File: src/rtl/sensor_scanner_pkg.sv
// Shared types and constants for the sensor scanner: FSM states,
// sensor count, reading width and the default request timeout.
package sensor_scanner_pkg;

  localparam int SENSOR_COUNT           = 4;
  localparam int SENSOR_W               = 8;
  localparam int SEL_W                  = 2;
  localparam int DEFAULT_TIMEOUT_CYCLES = 16;

  typedef enum logic [1:0] {
    ST_IDLE    = 2'd0,
    ST_REQUEST = 2'd1,
    ST_GAP     = 2'd2,
    ST_DONE    = 2'd3
  } scan_state_t;

endpackage

File: src/rtl/sensor_scanner_if.sv
// Shared request/acknowledge bus between the scanner (master) and the
// selected height sensor (slave). Data is valid in the same cycle as ack.
interface sensor_scanner_if;
  import sensor_scanner_pkg::*;

  logic [SEL_W-1:0]    sample_sel;
  logic                sample_req;
  logic                sample_ack;
  logic [SENSOR_W-1:0] sample_data;

  modport master (
    output sample_sel,
    output sample_req,
    input  sample_ack,
    input  sample_data
  );

  modport slave (
    input  sample_sel,
    input  sample_req,
    output sample_ack,
    output sample_data
  );

endinterface

File: src/rtl/sensor_scanner_scan_timeout_counter.sv
// Counts REQUEST cycles without an acknowledge. expired is high in the
// cycle where the count has reached LIMIT-1, i.e. the LIMIT-th cycle of
// a request, so a request dwells at most LIMIT cycles.
module scan_timeout_counter #(
  parameter int unsigned LIMIT = 16
) (
  input  logic clk,
  input  logic rst,
  input  logic clear,
  input  logic enable,
  output logic expired
);

  logic [7:0] count;

  // Restart on clear, otherwise step once per enabled cycle.
  always_ff @(posedge clk) begin
    if (rst || clear) begin
      count <= 8'd0;
    end else if (enable) begin
      count <= count + 8'd1;
    end
  end

  assign expired = (count == 8'(LIMIT - 1));

endmodule

File: src/rtl/sensor_scanner.sv
// Sequential acquisition front-end: polls four height sensors over a shared
// req/ack bus, gathers one reading each into shadow registers and publishes
// the whole frame atomically on sensor1..sensor4 with a frame_valid pulse.
// A sensor that does not answer in time reads as 0 and gets its flag set.
// Optional macro SENSOR_SCANNER_RETRY_EN: a first timeout on a sensor is
// followed by one GAP cycle and a second request of the same sensor; only a
// second consecutive timeout substitutes 0.
module sensor_scanner
  import sensor_scanner_pkg::*;
#(
  parameter int unsigned TIMEOUT_CYCLES = DEFAULT_TIMEOUT_CYCLES,
  parameter bit          CONTINUOUS     = 1'b0
) (
  input  logic                    clk,
  input  logic                    rst,
  input  logic                    start,
  output logic                    busy,
  sensor_scanner_if.master        bus,
  output logic [SENSOR_W-1:0]     sensor1,
  output logic [SENSOR_W-1:0]     sensor2,
  output logic [SENSOR_W-1:0]     sensor3,
  output logic [SENSOR_W-1:0]     sensor4,
  output logic                    frame_valid,
  output logic [SENSOR_COUNT-1:0] timeout_flags
);

  scan_state_t state;
  logic [SEL_W-1:0] sel;
  logic             req;
  logic [SENSOR_COUNT-1:0][SENSOR_W-1:0] shadow;
  logic [SENSOR_COUNT-1:0]               shadow_flags;
  logic             tmo_clear;
  logic             tmo_enable;
  logic             tmo_expired;
  logic             transfer;
`ifdef SENSOR_SCANNER_RETRY_EN
  logic             retried;
  logic             retry_gap;
`endif

  assign bus.sample_sel = sel;
  assign bus.sample_req = req;

  // A transfer needs both sides; an ack outside REQUEST is ignored.
  assign transfer   = (state == ST_REQUEST) && bus.sample_ack;
  assign tmo_clear  = (state != ST_REQUEST);
  assign tmo_enable = (state == ST_REQUEST) && !bus.sample_ack;

  scan_timeout_counter #(
    .LIMIT (TIMEOUT_CYCLES)
  ) u_timeout (
    .clk     (clk),
    .rst     (rst),
    .clear   (tmo_clear),
    .enable  (tmo_enable),
    .expired (tmo_expired)
  );

  // Scan FSM: all outputs are registered alongside the state.
  always_ff @(posedge clk) begin
    if (rst) begin
      state         <= ST_IDLE;
      busy          <= 1'b0;
      req           <= 1'b0;
      sel           <= '0;
      frame_valid   <= 1'b0;
      sensor1       <= '0;
      sensor2       <= '0;
      sensor3       <= '0;
      sensor4       <= '0;
      timeout_flags <= '0;
      shadow        <= '0;
      shadow_flags  <= '0;
`ifdef SENSOR_SCANNER_RETRY_EN
      retried       <= 1'b0;
      retry_gap     <= 1'b0;
`endif
    end else begin
      frame_valid <= 1'b0;
      case (state)
        ST_IDLE: begin
          if (start) begin
            state <= ST_REQUEST;
            busy  <= 1'b1;
            req   <= 1'b1;
            sel   <= '0;
          end
        end

        ST_REQUEST: begin
          if (transfer) begin
            shadow[sel]       <= bus.sample_data;
            shadow_flags[sel] <= 1'b0;
            state             <= ST_GAP;
            req               <= 1'b0;
          end else if (tmo_expired) begin
`ifdef SENSOR_SCANNER_RETRY_EN
            if (!retried) begin
              retried   <= 1'b1;
              retry_gap <= 1'b1;
            end else begin
              shadow[sel]       <= '0;
              shadow_flags[sel] <= 1'b1;
            end
`else
            shadow[sel]       <= '0;
            shadow_flags[sel] <= 1'b1;
`endif
            state <= ST_GAP;
            req   <= 1'b0;
          end
        end

        ST_GAP: begin
`ifdef SENSOR_SCANNER_RETRY_EN
          if (retry_gap) begin
            retry_gap <= 1'b0;
            state     <= ST_REQUEST;
            req       <= 1'b1;
          end else
`endif
          if (sel == SEL_W'(SENSOR_COUNT - 1)) begin
`ifdef SENSOR_SCANNER_RETRY_EN
            retried       <= 1'b0;
`endif
            state         <= ST_DONE;
            frame_valid   <= 1'b1;
            sensor1       <= shadow[0];
            sensor2       <= shadow[1];
            sensor3       <= shadow[2];
            sensor4       <= shadow[3];
            timeout_flags <= shadow_flags;
          end else begin
`ifdef SENSOR_SCANNER_RETRY_EN
            retried <= 1'b0;
`endif
            sel   <= sel + SEL_W'(1);
            state <= ST_REQUEST;
            req   <= 1'b1;
          end
        end

        ST_DONE: begin
          if (CONTINUOUS) begin
            state <= ST_REQUEST;
            req   <= 1'b1;
            sel   <= '0;
          end else begin
            state <= ST_IDLE;
            busy  <= 1'b0;
          end
        end

        default: begin
          state <= ST_IDLE;
          busy  <= 1'b0;
          req   <= 1'b0;
        end
      endcase
    end
  end

endmodule

File: src/flat_wrapper.sv
// flat-port wrapper written by rule: the top's interface ports become plain ports
module sensor_scanner_flat import sensor_scanner_pkg::*;
#(
  parameter int unsigned TIMEOUT_CYCLES = DEFAULT_TIMEOUT_CYCLES,
  parameter bit          CONTINUOUS     = 1'b0
)
  (clk, rst, start, busy, sensor1, sensor2, sensor3, sensor4, frame_valid, timeout_flags, bus_sample_sel, bus_sample_req, bus_sample_ack, bus_sample_data);
  sensor_scanner_if bus_i ();
  input  logic clk;
  input  logic rst;
  input  logic start;
  output logic busy;
  output logic [SENSOR_W-1:0] sensor1;
  output logic [SENSOR_W-1:0] sensor2;
  output logic [SENSOR_W-1:0] sensor3;
  output logic [SENSOR_W-1:0] sensor4;
  output logic frame_valid;
  output logic [SENSOR_COUNT-1:0] timeout_flags;
  output wire logic [$bits(bus_i.sample_sel)-1:0] bus_sample_sel;
  output wire logic [$bits(bus_i.sample_req)-1:0] bus_sample_req;
  input wire logic [$bits(bus_i.sample_ack)-1:0] bus_sample_ack;
  input wire logic [$bits(bus_i.sample_data)-1:0] bus_sample_data;
  assign bus_sample_sel = bus_i.sample_sel;
  assign bus_sample_req = bus_i.sample_req;
  assign bus_i.sample_ack = bus_sample_ack;
  assign bus_i.sample_data = bus_sample_data;
  sensor_scanner #(.TIMEOUT_CYCLES(TIMEOUT_CYCLES), .CONTINUOUS(CONTINUOUS)) u_core (.clk(clk), .rst(rst), .start(start), .busy(busy), .bus(bus_i), .sensor1(sensor1), .sensor2(sensor2), .sensor3(sensor3), .sensor4(sensor4), .frame_valid(frame_valid), .timeout_flags(timeout_flags));
endmodule
File: config.mk
export PLATFORM = sky130hd
export DESIGN_NAME = sensor_scanner_flat
export DESIGN_NICKNAME = d
export VERILOG_FILES = /design/src/rtl/sensor_scanner_pkg.sv /design/src/rtl/sensor_scanner_if.sv /design/src/rtl/sensor_scanner_scan_timeout_counter.sv /design/src/rtl/sensor_scanner.sv /design/src/flat_wrapper.sv
export SDC_FILE = /design/constraint.sdc
export NUM_CORES = 1
export LEC_CHECK = 0
export BUFFER_PORTS_ARGS = -buffer_cell sky130_fd_sc_hd__buf_2
export CAP_MARGIN = 40
export CORE_ASPECT_RATIO = 0.75
export CORE_MARGIN = 8
export CORE_UTILIZATION = 25
export DETAILED_ROUTE_END_ITERATION = 12
export GPL_TIMING_DRIVEN = 0
export PLACE_DENSITY_LB_ADDON = 0.12
export SYNTH_ARGS = -nofsm -noshare
export SYNTH_HDL_FRONTEND = slang
export SYNTH_SLANG_ARGS = --single-unit
File: constraint.sdc
create_clock -name clk -period 4 [get_ports clk]
set_input_delay 0.2 -clock clk [delete_from_list [all_inputs] [get_ports clk]]
set_output_delay 0.2 -clock clk [all_outputs]
set_load 0.1 [all_outputs]
==> run_results.csv, run 1 <==
group,metric,value,unit
floorplan,die_h,117,um
timing,hold_viol_final,0,
cts,clock-sinks,87,
pwr,seqPwrFrac,0.485,
cells_and_area,drive_gt1_frac,0.181,
cells_and_area,stdcell_count,614,
setup_path,cp-end-kind,"flop",
floorplan,core_area,13100,um^2
setup_path,crit_type,"flop to flop",
setup_path,worst-path-buf-inv,2,
job,drv_cap,0,
yosys,yosysTopAreaCellShare,0.515,
status,status,"finished clean",
routing,wire_per_inst,17.3,um
cells_and_area,nNetsFinal,457,
yosys,syn-mean-instance-area,8.94,um^2
floorplan,die_width,150,um
yosys,ys_top_cells_by_area,"dfxtp_1 (52%), nand2_1 (9.6%), a311oi_1 (8.3%)",
routing,antenna_left,0,
timing,tns,0,ns
yosys,yosysWarningCount,0,
yosys,syn_area,3380,um^2
cells_and_area,n_fill_cell,1407,
floorplan,io_pins,53,
setup_path,reg2reg_depth,6,
grt,grt_overflow_total,0,
grt,first_global_vias,2927,
yosys,ys_seq_area_frac,0.515,
timing,slew_headroom,0.573,
timing,fin_skew,0.00808,ns
pwr,peakVddDrop,0.000196,V
floorplan,die-area,17500,um^2
placement,hpwl,7.59,mm
routing,dr.pass1.iters,5,
pwr,clkPwrFrac,0.450,
setup_path,path_depth,6,
yosys,synth.most_common_cell,"dfxtp_1",
timing,timing.final.crit_share,0.508,
setup_path,start_kind,"flop",
cts,ctsResizeCount,0,
cts,tritoncts,"done",
setup_path,cpLargestDelayFamily,"buffers and inverters",
setup_path,cpPeakStageDelay,0.53,ns
cts,clk_latency,0.34,ns
yosys,yosysTopAreaCell,"dfxtp_1",
cts,ctsRootBufferMaster,"clkbuf_16",
yosys,syn-num-nets,395,
timing,worstMarginPinSlew,0.640,ns
routing,via_per_inst,4.96,
timing,hold_slack,0.0636,ns
yosys,synth_edf_count,0,
routing,drc_errors,0,
cells_and_area,antenna_cells,0,
setup_path,reg2reg_from,"u_core.bus.sample_sel[0]",
timing,setup_viol,0,
timing,max_freq,492,MHz
grt,grt_usage,0.124,
yosys,ys_types,37,
cts,cts_setup_buffers,0,
cts,clk_pin_slew,0.06,ns
timing,rsz0062_at_grt,"no",
yosys,ys.flop_type,"dfxtp_1",
placement,gp_congestion,0.767,
cts,cts_buffers,9,
setup_path,cp.required,4.24,ns
cells_and_area,syn2layout_area_growth,22.2,%
setup_path,worstPathMaxFanout,10,
setup_path,crit_chain,"ha_1, and3b_1, buf_2, clkbuf_1, a31oi_1, a211oi_1",
routing,vias,3043,
floorplan,start_util,0.258,
pwr,power_density,440,nW/um^2
setup_path,slowest_stage,"clkbuf_1",
grt,grt_first_pass_wirelength,16.6,mm
worst_hold_path,hold_class,"input port to flop",
pwr,p_comb_frac,0.065,
setup_path,setup.worst_path.start,"u_core.bus.sample_sel[0]",
timing,fin_crit,2.03,ns
grt,grt_antenna_before_repair,0,
pwr,switchingPower,0.419,mW
yosys,async_flop_share,0,
yosys,synth_common_cells,"dfxtp_1 (87), nand2_1 (86), a21oi_1 (41)",
placement,port_buffers,51,
placement,dp.cells,600,
setup_path,reg2reg_slack,1.97,ns
routing,drtIter0Drc,256,
pwr,p_leak,1.51,nW
routing,wirelength,10.6,mm
pwr,p_int,1.40,mW
yosys,synth_cells,378,
cts,cts_max_path_buffers,2,
setup_path,cp.arrival,2.28,ns
yosys,ys_ff_latch,87,
grt,grt_max_degree,13,
timing,drv_slew,0,
pwr,swShare,0.230,
cts,hold_buffers,0,
floorplan,fp-row-count,36,
cts,h-tree-depth,3,
metrics by stage:
stage / total power, mW / cell area [um^2] / worst slack [ns] / utilization
3_3_place_gp: 1.02 / 3850 / 1.97 / 0.294
2_1_floorplan: 0.975 / 3380 / 1.73 / -
5_1_grt: 1.89 / 4130 / 1.76 / 0.315
6_report: 1.82 / 4130 / 1.97 / 0.315
4_1_cts: 1.84 / 4130 / 1.95 / 0.315
3_5_place_dp: 1.02 / 3850 / 1.97 / 0.294
routing by layer:
metal | wire length (um) | global-route usage | part of all wire | vias to the layer above
li1 | - | - | - | 1498
met1 | 5510 | 0.177 | 0.52 | 1438
met2 | 4370 | 0.175 | 0.41 | 99
met3 | 676 | 0.0360 | 0.064 | 8
met4 | 93 | 0.0405 | 0.0087 | 0
met5 | 0 | 0 | 0 | -
how the worst min path moves through the flow:
stage          start            endpoint  slack, ns  cells past startpoint
6_report         rst  u_core.frame_valid       0.06                      2
4_1_cts          rst  u_core.frame_valid       0.07                      2
3_5_place_dp     rst  u_core.frame_valid       0.42                      2
5_1_grt          rst  u_core.frame_valid       0.07                      2
2_1_floorplan    rst  u_core.frame_valid       0.39                      2
3_3_place_gp     rst  u_core.frame_valid       0.42                      2
layout by cell type, fill, tap and decap left out, types with 3 or more instances in the layout:
master,n
nor2b_1,3
and3b_1,5
dfxtp_1,87
clkbuf_16,9
nand2_1,86
xor2_1,3
buf_2,67
a31oi_1,36
a21o_1,3
nand2b_1,3
ha_1,5
a311oi_1,32
nor2_1,6
a21oi_1,41
a211oi_1,4
clkbuf_1,21
inv_1,3
layout make-up:
type	count	area (um^2)	area share
plain buffers	36	163	0.0394
clock buffers	13	250	0.0606
clock inverters	1	30.0	0.00727
inverters	3	11.3	0.00273
multi-input cells	252	1460	0.355
flip-flops and latches	87	1740	0.422
well taps	171	214	0.0518
repair buffers	51	255	0.0618
sequential cells by signal (all words and copies together) (netlist names), named ones only:
| register | cells |
|---|---|
| u_core.shadow | 32 |
| u_core.sensor3 | 8 |
| u_core.bus.sample_sel | 2 |
| u_core.sensor4 | 8 |
| u_core.bus.sample_req | 1 |
| u_core.u_timeout.count | 8 |
| u_core.sensor1 | 8 |
| u_core.timeout_flags | 4 |
| u_core.sensor2 | 8 |
| u_core.state | 2 |
| u_core.frame_valid | 1 |
| u_core.busy | 1 |
cells by family after synthesis:
group,after synthesis,synth area share
AOI/OAI and AO/OA,125,0.244
and+or+nand+nor,117,0.158
DFF,87,0.515
buffers and inverters,39,0.0515
xor gates and xnor gates,4,0.0104
muxes,1,0.00296
adders and majority gates,5,0.0185
power groups by stage:
stage / Clock (mW) / Combinational [mW] / Sequential, mW
final: 0.819 / 0.117 / 0.881
after global routing: 0.879 / 0.126 / 0.882
after CTS: 0.840 / 0.117 / 0.881
after detailed placement: 0 / 0.117 / 0.901
after global placement: 0 / 0.116 / 0.900
after floorplan: 0 / 0.0576 / 0.917
No activity file was read; power rests on OpenSTA's default activity.
==> run 2: changes to the inputs <==
==> constraint.sdc (replaced) <==
create_clock -name clk -period 1.7 [get_ports clk]
set_input_delay 0.085 -clock clk [delete_from_list [all_inputs] [get_ports clk]]
set_output_delay 0.085 -clock clk [all_outputs]
set_load 0.1 [all_outputs]
==> run 2 against run 1 <==
Sequential cell count stayed put. First-iteration DRC count grew 2.0%. Combinational power grew to 2.6 times the previous value.
==> run_results.csv, run 2 (same netlist as run 1, synthesis figures left out) <==
group,metric,value,unit
cts,tritoncts,"done",
routing,drtIter0Drc,261,
job,drv_cap,0,
cells_and_area,stdcell_count,619,
cts,ctsRootBufferMaster,"clkbuf_16",
placement,gp_congestion,0.791,
timing,hold_viol_final,0,
timing,timing.final.ws_setup,0.100,ns
cells_and_area,regMostFlops,"u_core.shadow",
floorplan,core_area,13100,um^2
cells_and_area,antenna_cells,0,
routing,wire_per_inst,17.3,um
pwr,p_int,3.45,mW
timing,fin_skew,0.00683,ns
setup_path,cpLargestDelayFamily,"buffers and inverters",
setup_path,cp.required,1.94,ns
placement,dp.cells,600,
timing,drv_slew,0,
cts,cts_max_path_buffers,2,
routing,antenna_left,0,
pwr,p_comb_frac,0.068,
setup_path,worst-path-buf-inv,3,
floorplan,io_pins,53,
setup_path,reg2reg_depth,7,
cts,h-tree-depth,3,
grt,first_global_vias,3061,
floorplan,die-area,17500,um^2
timing,timing.final.crit_share,0.941,
cells_and_area,syn2layout_area_growth,29.0,%
cts,clk_latency,0.33,ns
floorplan,die_width,150,um
grt,grt_first_pass_wirelength,16.7,mm
setup_path,worstPathMaxFanout,10,
grt,grt_usage,0.124,
cells_and_area,nNetsFinal,460,
cells_and_area,n_fill_cell,1411,
setup_path,path_depth,7,
routing,dr.pass1.iters,4,
grt,grt_antenna_before_repair,0,
cts,clk_pin_slew,0.06,ns
grt,grt_overflow_total,0,
pwr,p_leak,1.59,nW
placement,port_buffers,51,
timing,fin_crit,1.60,ns
pwr,seqPwrFrac,0.464,
timing,setup_viol,0,
floorplan,fp-row-count,36,
floorplan,die_h,117,um
placement,place_ws,-0.298,ns
routing,vias,3050,
pwr,power_density,1020,nW/um^2
setup_path,cpPeakStageDelay,0.36,ns
floorplan,start_util,0.258,
pwr,switchingPower,1.02,mW
setup_path,crit_chain,"inv_1, ha_1, and3b_1, buf_2, buf_4, a31oi_1, a211oi_1",
setup_path,cp-end-kind,"flop",
setup_path,cp.arrival,1.84,ns
cells_and_area,final_util,0.332,
timing,max_freq,625,MHz
cts,clock-sinks,87,
cells_and_area,largest_reg_flops,32,
timing,worstMarginPinSlew,0.733,ns
setup_path,start_kind,"flop",
timing,rsz0062_at_grt,"no",
routing,via_per_inst,4.93,
pwr,peakVddDrop,0.000460,V
worst_hold_path,hold_depth,3,
cells_and_area,final_common_cell,"nand2_1",
routing,wirelength,10.7,mm
timing,tns,0,ns
placement,hpwl,7.68,mm
cells_and_area,final_cell_mix,"nand2_1 (86), dfxtp_1 (85), buf_2 (56), a21oi_1 (41), a31oi_1 (36)",
grt,grt_max_degree,19,
pwr,clkPwrFrac,0.468,
worst_hold_path,hold_class,"input port to flop",
routing,drc_errors,0,
setup_path,slowest_stage,"dfxtp_4",
cts,cts_buffers,9,
setup_path,crit_type,"flop to flop",
cells_and_area,drive_gt1_frac,0.246,
pwr,swShare,0.228,
status,status,"finished clean",
timing,slew_headroom,0.511,
==> run 2: cell type report <==
| class | count | area [um^2] | share of cell area |
|---|---|---|---|
| flip-flops and latches | 87 | 1750 | 0.401 |
| multi-input cells | 252 | 1560 | 0.357 |
| repair buffers | 55 | 288 | 0.0660 |
| clock buffers | 14 | 285 | 0.0655 |
| plain buffers | 35 | 220 | 0.0505 |
| well taps | 171 | 214 | 0.0491 |
| clock inverters | 2 | 35.0 | 0.00804 |
| inverters | 3 | 11.3 | 0.00258 |
==> run 2: final timing paths <==
check                            from           endpoint  slack, ns
max          u_core.bus.sample_sel[0]               flop       0.10
min                bus_sample_data[7]  u_core.shadow[23]       0.13
max reg2reg  u_core.bus.sample_sel[0]               flop       0.10
min reg2reg         u_core.sensor2[3]  u_core.sensor2[3]       0.45
==> run 2: what timing repair did <==
item | 4_1_cts | 5_1_grt
resized for setup | 10 | 40
pin swaps | 1 | 0
setup buffers | 3 | 0
endpoints found under the hold margin | 1 | 0
hold buffers | 1 | 0
setup endpoints to repair | 68 | 64
==> run 2: routing by layer <==
| layer | share of wire | global-route usage | wire, um |
|---|---|---|---|
| met1 | 0.49 | 0.170 | 5220 |
| met2 | 0.42 | 0.181 | 4490 |
| met3 | 0.078 | 0.0418 | 831 |
| met4 | 0.013 | 0.0385 | 141 |
| met5 | 0 | 0 | 0 |
==> run 2: power by group through the flow <==
| stage | sequential (mW) | combinational [mW] | clock, mW |
|---|---|---|---|
| final | 2.07 | 0.301 | 2.09 |
| after global routing | 2.07 | 0.327 | 2.23 |
| after CTS | 2.07 | 0.283 | 2.15 |
| after detailed placement | 2.12 | 0.277 | 0 |
| after global placement | 2.12 | 0.274 | 0 |
| after floorplan | 2.16 | 0.136 | 0 |
==> run 2: worst reg2reg max path, cell delays in order (launching register included) <==
cell	delay [ns]
dfxtp_4	0.36
inv_1	0.08
ha_1	0.15
and3b_1	0.15
buf_2	0.21
buf_4	0.23
a31oi_1	0.10
a211oi_1	0.22
==> run 2: stage by stage <==
step / cell area [um^2] / total power [mW] / hold WS [ns]
6_report: 4360 / 4.46 / 0.127
5_1_grt: 4360 / 4.63 / 0.137
4_1_cts: 4240 / 4.50 / 0.114
3_5_place_dp: 3860 / 2.39 / 0.304
3_3_place_gp: 3860 / 2.39 / 0.303
2_1_floorplan: 3390 / 2.29 / 0.274
==> run 3: changes to the inputs <==
--- a/config.mk
+++ b/config.mk
@@ -10,9 +10,10 @@
 export CORE_ASPECT_RATIO = 0.75
 export CORE_MARGIN = 8
 export CORE_UTILIZATION = 25
+export CTS_CLUSTER_DIAMETER = 80
 export DETAILED_ROUTE_END_ITERATION = 12
 export GPL_TIMING_DRIVEN = 0
-export PLACE_DENSITY_LB_ADDON = 0.12
+export PLACE_DENSITY = 0.4
 export SYNTH_ARGS = -nofsm -noshare
 export SYNTH_HDL_FRONTEND = slang
 export SYNTH_SLANG_ARGS = --single-unit
==> run 3 against run 2 <==
Final cell count down 0.16%. Non-clock buffer count unchanged. Worst setup slack worse by 0.0011 ns. Clock power down 4%. Die area unchanged. First-iteration DRC count down 0.38%. Global-route usage up 0.22 points. Sequential cell count unchanged. Clock skew down 0.0015 ns. Highest routed layer unchanged.
==> run_results.csv, run 3 (same netlist as run 1, synthesis figures left out) <==
group,metric,value,unit
pwr,peakVddDrop,0.000438,V
worst_hold_path,hold_end,"u_core.shadow[4]",
setup_path,reg2reg_from,"u_core.bus.sample_sel[0]",
setup_path,cp-end-kind,"flop",
cells_and_area,syn2layout_area_growth,28.0,%
cells_and_area,multi_input_area,1540,um^2
setup_path,cp.required,1.89,ns
setup_path,crit_type,"flop to flop",
cells_and_area,drive_gt1_frac,0.239,
timing,drv_slew,0,
setup_path,setup.worst_path.start,"u_core.bus.sample_sel[0]",
routing,drtIter0Drc,260,
timing,fin_crit,1.60,ns
cells_and_area,regMostFlops,"u_core.shadow",
floorplan,die_h,117,um
placement,hpwl,7.75,mm
routing,wirelength,10.9,mm
cts,clk_pin_slew,0.06,ns
floorplan,die-area,17500,um^2
cts,cts_max_path_buffers,2,
cells_and_area,final_cell_mix,"nand2_1 (86), dfxtp_1 (84), buf_2 (56), a21oi_1 (41), a31oi_1 (36)",
timing,rsz0062_at_grt,"no",
grt,grt_antenna_before_repair,0,
timing,timing.final.ws_setup,0.0990,ns
timing,max_freq,625,MHz
cells_and_area,nNetsFinal,460,
cts,ctsRootBufferMaster,"clkbuf_16",
routing,wire_per_inst,17.6,um
cts,tritoncts,"done",
grt,grt_overflow_total,0,
floorplan,io_pins,53,
placement,port_buffers,51,
floorplan,fp-row-count,36,
pwr,p_leak,1.57,nW
cells_and_area,stdcell_count,618,
grt,first_global_vias,3034,
grt,grt_usage,0.127,
pwr,p_total,4.38,mW
routing,via_per_inst,4.94,
timing,setup_viol,0,
setup_path,worstPathMaxFanout,10,
floorplan,start_util,0.258,
routing,dr.pass1.iters,4,
status,status,"finished clean",
floorplan,core_area,13100,um^2
timing,worstMarginPinSlew,0.650,ns
job,drv_cap,0,
routing,vias,3052,
cells_and_area,antenna_cells,0,
cells_and_area,n_fill_cell,1385,
worst_hold_path,hold_class,"input port to flop",
routing,drc_errors,0,
cts,clk_latency,0.34,ns
cts,cts_buffers,9,
timing,timing.final.crit_share,0.942,
worst_hold_path,hold_depth,3,
setup_path,reg2reg_slack,0.1,ns
cts,clock-sinks,87,
placement,gp_congestion,0.785,
setup_path,start_kind,"flop",
setup_path,cp.arrival,1.79,ns
routing,antenna_left,0,
cells_and_area,final_common_cell,"nand2_1",
grt,grt_max_degree,19,
worst_hold_path,worstHoldStart,"bus_sample_data[4]",
grt,grt_first_pass_wirelength,17.0,mm
placement,dp.cells,600,
cts,h-tree-depth,3,
placement,place_ws,-0.295,ns
timing,hold_viol_final,0,
floorplan,die_width,150,um
cells_and_area,register_area,1750,um^2
timing,slew_headroom,0.567,
setup_path,reg2reg_depth,7,
cells_and_area,largest_reg_flops,32,
pwr,power_density,1010,nW/um^2
timing,fin_skew,0.00538,ns
run 3: cell count changes in the layout (fill, tap and decap cells not counted), moves of 2 or more:
cell      delta
clkbuf_2     -3
a311oi_1     +4
a311oi_2     -4
buf_4        +2
run 3: per-layer routing:
layer	vias up	track usage	part of all wire
li1	1508	-	-
met1	1444	0.181	0.50
met2	87	0.177	0.41
met3	13	0.0356	0.077
met4	0	0.0425	0.011
met5	-	0	0
run 3: layout make-up:
type,instances,area share
well taps,171,0.0495
multi-input cells,252,0.357
clock inverters,3,0.00955
repair buffers,56,0.0683
clock buffers,12,0.0593
plain buffers,34,0.0492
flip-flops and latches,87,0.405
inverters,3,0.00260
run 3: power by group:
group          internal, mW  switching, mW  leakage, nW
clock                  1.21          0.798        0.149
sequential             2.06         0.0165        0.704
combinational        0.0819          0.217        0.721
total                  3.35           1.03         1.57
run 3: through the flow:
step / cell area, um^2 / util / hold slack (ns) / TNS, ns
floorplan: 3390 / - / 0.274 / -0.00666
global placement: 3860 / 0.294 / 0.303 / -11.70
detailed placement: 3860 / 0.294 / 0.305 / -11.99
CTS: 4220 / 0.322 / 0.103 / 0
global route: 4320 / 0.330 / 0.107 / 0
finish: 4320 / 0.330 / 0.114 / 0
run 3: worst max-delay path by stage:
stage	endpoint	slack, ns	depth (start not counted)
after detailed placement	u_core.timeout_flags[2]	-0.29	5
after CTS	u_core.shadow[3]	0.002	6
after floorplan	flop	-0.007	6
after global routing	flop	0.005	7
final	flop	0.1	7
after global placement	u_core.sensor3[3]	-0.28	5
run 3: what timing repair did:
| action | CTS | global route |
|---|---|---|
| buffers inserted | 2 | 2 |
| setup endpoints to repair | 69 | 61 |
| hold buffers | 1 | 0 |
| pin swaps | 1 | 2 |
| gates resized for setup | 11 | 35 |
| hold endpoints to repair | 1 | 0 |
run 3: worst max-delay path, stage by stage (launching register included):
cell and delay [ns]:
dfxtp_4 0.39, inv_1 0.07, ha_1 0.19, and3b_1 0.18
clkbuf_4 0.19, buf_4 0.20, a31oi_1 0.17, a211oi_1 0.07
